--- src/rtl/countdown_sequencer.sv ---
// countdown_sequencer: turns debounced button codes into one-cycle timer commands and
// tracks IDLE/SET/RUN/PAUSE/RING. Optional macro COUNTDOWN_BG_RUN_EN keeps RUN/RING alive off-page.
module countdown_sequencer #(
    parameter int         RING_CYCLES = 500_000_000,
    parameter int         CNT_W       = 32,
    parameter logic [3:0] CODE_SHORT  = 4'd1,
    parameter logic [3:0] CODE_LONG   = 4'd2
) (
    input  logic       clk,
    input  logic       reset_n,
    input  logic       active,
    input  logic [3:0] btn_start,
    input  logic [3:0] btn_pause,
    input  logic [3:0] btn_clear,
    input  logic [3:0] btn_enter,
    input  logic       preset_zero,
    input  logic       timer_zero,
    output logic       cmd_start,
    output logic       cmd_pause,
    output logic       cmd_reset,
    output logic       cmd_load,
    output logic       set_mode,
    output logic       ring,
    output logic [2:0] seq_state
);

    localparam logic [2:0] ST_IDLE  = 3'd0;
    localparam logic [2:0] ST_SET   = 3'd1;
    localparam logic [2:0] ST_RUN   = 3'd2;
    localparam logic [2:0] ST_PAUSE = 3'd3;
    localparam logic [2:0] ST_RING  = 3'd4;

    localparam int BTN_START = 0;
    localparam int BTN_PAUSE = 1;
    localparam int BTN_CLEAR = 2;
    localparam int BTN_ENTER = 3;

    localparam logic [CNT_W-1:0] RING_LAST = CNT_W'(RING_CYCLES - 1);

    logic [3:0]       btn_code [4];
    logic [3:0]       btn_prev_reg [4];
    logic [3:0]       btn_event;
    logic [2:0]       state_reg, state_next;
    logic [CNT_W-1:0] ring_cnt_reg, ring_cnt_next;
    logic             active_reg;
    logic             start_reg, start_next;
    logic             pause_reg, pause_next;
    logic             reset_reg, reset_next;
    logic             load_reg, load_next;
    logic             act_fall;
    logic             fall_drop;
    logic             proc_en;

    assign btn_code[BTN_START] = btn_start;
    assign btn_code[BTN_PAUSE] = btn_pause;
    assign btn_code[BTN_CLEAR] = btn_clear;
    assign btn_code[BTN_ENTER] = btn_enter;

    // Edge registers track the raw codes even while off-page, so a held button never fires on activation.
    generate
        for (genvar gi = 0; gi < 4; gi++) begin : g_edge
            always_ff @(posedge clk or negedge reset_n) begin
                if (!reset_n) begin
                    btn_prev_reg[gi] <= 4'd0;
                end else begin
                    btn_prev_reg[gi] <= btn_code[gi];
                end
            end
            assign btn_event[gi] = active && (btn_prev_reg[gi] == 4'd0) &&
                                   ((btn_code[gi] == CODE_SHORT) || (btn_code[gi] == CODE_LONG));
        end
    endgenerate

    assign act_fall = active_reg && !active;

`ifdef COUNTDOWN_BG_RUN_EN
    assign fall_drop = act_fall && ((state_reg == ST_SET) || (state_reg == ST_PAUSE));
    assign proc_en   = 1'b1;
`else
    assign fall_drop = act_fall;
    assign proc_en   = active;
`endif

    always_comb begin
        state_next    = state_reg;
        ring_cnt_next = ring_cnt_reg;
        start_next    = 1'b0;
        pause_next    = 1'b0;
        reset_next    = 1'b0;
        load_next     = 1'b0;
        if (fall_drop) begin
            if (state_reg != ST_IDLE) begin
                reset_next = (state_reg != ST_SET);
                state_next = ST_IDLE;
            end
        end else if (proc_en) begin
            case (state_reg)
                ST_IDLE: begin
                    if (btn_event[BTN_START] && !preset_zero) begin
                        start_next = 1'b1;
                        state_next = ST_RUN;
                    end else if (btn_event[BTN_ENTER] && (btn_enter == CODE_LONG)) begin
                        state_next = ST_SET;
                    end
                end
                ST_SET: begin
                    if (btn_event[BTN_CLEAR]) begin
                        state_next = ST_IDLE;
                    end else if (btn_event[BTN_ENTER] && (btn_enter == CODE_SHORT)) begin
                        load_next  = 1'b1;
                        state_next = ST_IDLE;
                    end
                end
                ST_RUN: begin
                    if (timer_zero) begin
                        ring_cnt_next = '0;
                        state_next    = ST_RING;
                    end else if (btn_event[BTN_CLEAR]) begin
                        reset_next = 1'b1;
                        state_next = ST_IDLE;
                    end else if (btn_event[BTN_PAUSE]) begin
                        pause_next = 1'b1;
                        state_next = ST_PAUSE;
                    end
                end
                ST_PAUSE: begin
                    if (btn_event[BTN_CLEAR]) begin
                        reset_next = 1'b1;
                        state_next = ST_IDLE;
                    end else if (btn_event[BTN_START]) begin
                        start_next = 1'b1;
                        state_next = ST_RUN;
                    end
                end
                ST_RING: begin
                    // Any button acknowledges the alarm; otherwise it times out after RING_CYCLES.
                    if ((|btn_event) || (ring_cnt_reg == RING_LAST)) begin
                        reset_next = 1'b1;
                        state_next = ST_IDLE;
                    end else begin
                        ring_cnt_next = ring_cnt_reg + CNT_W'(1);
                    end
                end
                default: state_next = ST_IDLE;
            endcase
        end
    end

    always_ff @(posedge clk or negedge reset_n) begin
        if (!reset_n) begin
            state_reg    <= ST_IDLE;
            ring_cnt_reg <= '0;
            active_reg   <= 1'b0;
            start_reg    <= 1'b0;
            pause_reg    <= 1'b0;
            reset_reg    <= 1'b0;
            load_reg     <= 1'b0;
        end else begin
            state_reg    <= state_next;
            ring_cnt_reg <= ring_cnt_next;
            active_reg   <= active;
            start_reg    <= start_next;
            pause_reg    <= pause_next;
            reset_reg    <= reset_next;
            load_reg     <= load_next;
        end
    end

    assign cmd_start = start_reg;
    assign cmd_pause = pause_reg;
    assign cmd_reset = reset_reg;
    assign cmd_load  = load_reg;
    assign set_mode  = (state_reg == ST_SET);
    assign ring      = (state_reg == ST_RING);
    assign seq_state = state_reg;

endmodule

--- config.mk ---
export PLATFORM = sky130hd
export DESIGN_NAME = countdown_sequencer
export DESIGN_NICKNAME = d
export VERILOG_FILES = /design/src/rtl/countdown_sequencer.sv
export SDC_FILE = /design/constraint.sdc
export NUM_CORES = 1
export LEC_CHECK = 0
export CAP_MARGIN = 15
export CORE_MARGIN = 8
export CORE_UTILIZATION = 65
export CTS_CLUSTER_DIAMETER = 40
export DETAILED_ROUTE_END_ITERATION = 10
export DONT_BUFFER_PORTS = 1
export PLACE_DENSITY = 0.84
export SLEW_MARGIN = 30
export SYNTH_ARGS = -nofsm -noshare
export SYNTH_HDL_FRONTEND = slang
export SYNTH_SLANG_ARGS = --single-unit
--- constraint.sdc ---
create_clock -name clk -period 5.3 [get_ports clk]
set_input_delay 0.795 -clock clk [delete_from_list [all_inputs] [get_ports clk]]
set_output_delay 0.795 -clock clk [all_outputs]
set_load 0.05 [all_outputs]
==> results.yml <==
run_status:
  status: "finished, final reports clean"
job:
  cap_violations: 0
logic_synthesis:
  synth_compound_area_share_pct: 17.1
  yosys_warnings: 0
  synth-edff-count: 0
  yosysSeqAreaShare_pct: 48.4
  synth_top_family_by_area: "simple AND/OR/NAND/NOR gates"
  async_flop_share_pct: 100
  synth_mux_area_share_pct: 0.691
  synth_cells: 298
  syn_area_per_cell_sq_um: 9.72
  synthAdderAreaFrac_pct: 0.432
  synth_xor_area_share_pct: 1.21
  synth_seq_cells: 56
  synth-simple-area-share_pct: 28.3
  synth_ff_type: "dfrtp_1"
  syn_area_sq_um: 2900
  synth_cell_types: 58
  synth_nets: 320
place:
  gp_congestion: 0.925
  dp_hpwl_mm: 4.47
  dp_slack_ns: 2.04
  placed_cell_area_sq_um: 2880
  numPortBuffers: 0
drt:
  wl_met1_mm: 2.78
  drt-initial-drc-count: 196
  dr.pass1.iters: 4
  wirelength_mm: 6.58
  drc_errors: 0
  wl_met2_mm: 3.19
  routed-via-count: 2400
  wl_met3_microns: 547
  wl_per_cell_microns: 19.1
  top_layer_used: "met4"
  ant_nets: 0
  vias_per_cell: 6.96
sta:
  setup_viol: 0
  clock_skew_ns: 0.00705
  rsz0062_at_grt: "false"
  setup_ws_ns: 2.01
  hold_viol: 0
  period_needed_ns: 3.29
  fmax_mhz: 304
  worstMarginPinSlew_ns: 0.833
  period_share_pct: 62.0
  final_max_slew_viol_count: 0
  max_slew_margin_pct: 44.4
  setup_tns_ns: 0
global_routing:
  grt_max_degree: 57
  grt.total_usage_pct: 20.8
  grt_pass1_vias: 2388
  gr-total-overflow: 0
  antenna_found_initial: 0
  grt_pass1_wl_mm: 11.1
power_and_ir_drop:
  power_uw: 695
  seqPwrFrac_pct: 63.4
  p_per_area_nw_per_um2: 234
  switching_share_pct: 22.8
  p_leak_uw: 0.00127
  p_int_uw: 536
  p_sw_uw: 159
  ir_drop_v: 0.000195
  power_frac_comb_pct: 2.0
  p_clk_share_pct: 34.5
die:
  die_area_sq_um: 6850
  ios: 30
  num_rows: 24
  initial_core_util_pct: 67.0
  core_sq_um: 4320
  die_w_microns: 82.8
  die_height_microns: 82.8
setup_path:
  cp_max_fo: 15
  end_kind: "flop"
  path_class: "flop to flop"
  crit_arrival_ns: 3.49
  worst_setup_path_start_kind: "flop"
  required_ns: 5.51
clocking:
  htree_levels: 2
  path_clk_slew_ns: 0.10
  numCtsBuffers: 5
  cts.sink_count: 56
  insertion_delay_ns: 0.32
  post_cts_buffers: 0
  cts_hold_buf: 0
  cts_tree: "yes"
  cts-root-buf: "clkbuf_8"
  cts.path.max_buffers: 2
  cts_resized: 0
hold_path:
  hold_class: "input port to async pin"
cells_and_area:
  num_antenna_cells: 0
  design_area_sq_um: 2970
  syn2layout_area_growth_pct: 2.63
  fin_nets: 314
  final_cell_mix: "dfrtp_1, nand2_1, nand3_1"
  fillers: 362
  final_common_cell: "dfrtp_1"
  fin_util_pct: 68.8
  largest_register_ffs: 32
  layout-drive-gt1-share_pct: 7.85
==> power groups by stage <==
stage / Clock, uW / Combinational, uW / Sequential [uW]
4_1_cts: 244 / 14.1 / 441
3_5_place_dp: 0 / 14.1 / 449
2_1_floorplan: 0 / 13.0 / 448
5_1_grt: 258 / 16.0 / 442
6_report: 240 / 14.2 / 441
3_3_place_gp: 0 / 13.7 / 449
==> worst max-delay path, cell delays in order, from the launching register on <==
cell     delay (ns)
dfrtp_1        0.85
nand2_1        0.36
inv_1          0.71
nand4_1        0.37
and2_1         0.45
a221o_1        0.42
==> layout make-up <==
type | count | area, sq um | area share [%]
Clock buffer | 5 | 68.8 | 2.31
Clock inverter | 3 | 21.3 | 0.715
Inverter | 7 | 26.3 | 0.884
Multi-Input combinational cell | 221 | 1380 | 46.5
Sequential cell | 56 | 1400 | 47.1
Tap cell | 52 | 65.1 | 2.19
Timing Repair Buffer | 1 | 7.51 | 0.253
==> final timing paths <==
| path | startpoint | to | slack (ns) | depth (start not counted) |
|---|---|---|---|---|
| setup / recovery | seq_state[2] | ring_cnt_reg[26] | 2.01 | 5 |
| hold / removal | reset_n | btn_prev_reg[12] | 0.15 | 0 |
| setup reg to reg | seq_state[2] | ring_cnt_reg[26] | 2.01 | 5 |
| hold reg to reg | ring_cnt_reg[0] | ring_cnt_reg[0] | 0.53 | 1 |
| max in group asynchronous | reset_n | ring_cnt_reg[31] | 5.03 | 0 |
| min in group clk | btn_start[1] | btn_prev_reg[13] | 0.49 | 0 |
==> Yosys cell counts, drive strengths merged (3+ instances only) <==
| cell type | count | area share, % |
|---|---|---|
| or4 | 3 | 0.95 |
| a21oi | 14 | 2.4 |
| nand2b | 4 | 0.86 |
| inv | 7 | 0.91 |
| o21a | 4 | 1.0 |
| clkbuf | 11 | 2.0 |
| nand2 | 21 | 2.7 |
| nand3 | 22 | 4.0 |
| nor3b | 4 | 1.0 |
| or3 | 4 | 1.1 |
| a211o | 6 | 1.8 |
| a221o | 6 | 2.1 |
| xor2 | 4 | 1.2 |
| nor4 | 9 | 1.9 |
| buf | 3 | 0.95 |
| nor2 | 15 | 1.9 |
| and2 | 4 | 0.86 |
| nand4 | 8 | 1.7 |
| a31oi | 10 | 2.2 |
| o21ai | 14 | 2.4 |
| nor3 | 18 | 3.1 |
| dfrtp | 56 | 48 |
| and4 | 4 | 1.3 |
| and3 | 17 | 3.8 |
| nor4b | 3 | 0.91 |
==> metal layers <==
layer  GRT usage (%)  vias to the layer above
met1            24.7                     1181
met5               0                        -
met3            7.36                        5
met2            34.6                       88
li1                -                     1126
met4            6.55                        0
==> cells by family (layout without fill, tap and decap cells) <==
| logic type | count (synthesis) | in the layout |
|---|---|---|
| AOI/OAI and AO/OA | 71 | 71 |
| and+or+nand+nor | 143 | 143 |
| buffers and inverters | 21 | 16 |
| adders and majority gates | 1 | 1 |
| DFF | 56 | 56 |
| muxes | 2 | 2 |
| xor gates and xnor gates | 4 | 4 |
==> stage by stage <==
stage / hold WS [ns] / instances
after floorplan: 0.474 / 298
after global placement: 0.501 / 337
after detailed placement: 0.501 / 337
after CTS: 0.145 / 345
after global routing: 0.135 / 345
final: 0.153 / 345
Note: power is estimated with default switching activity, not from simulation.
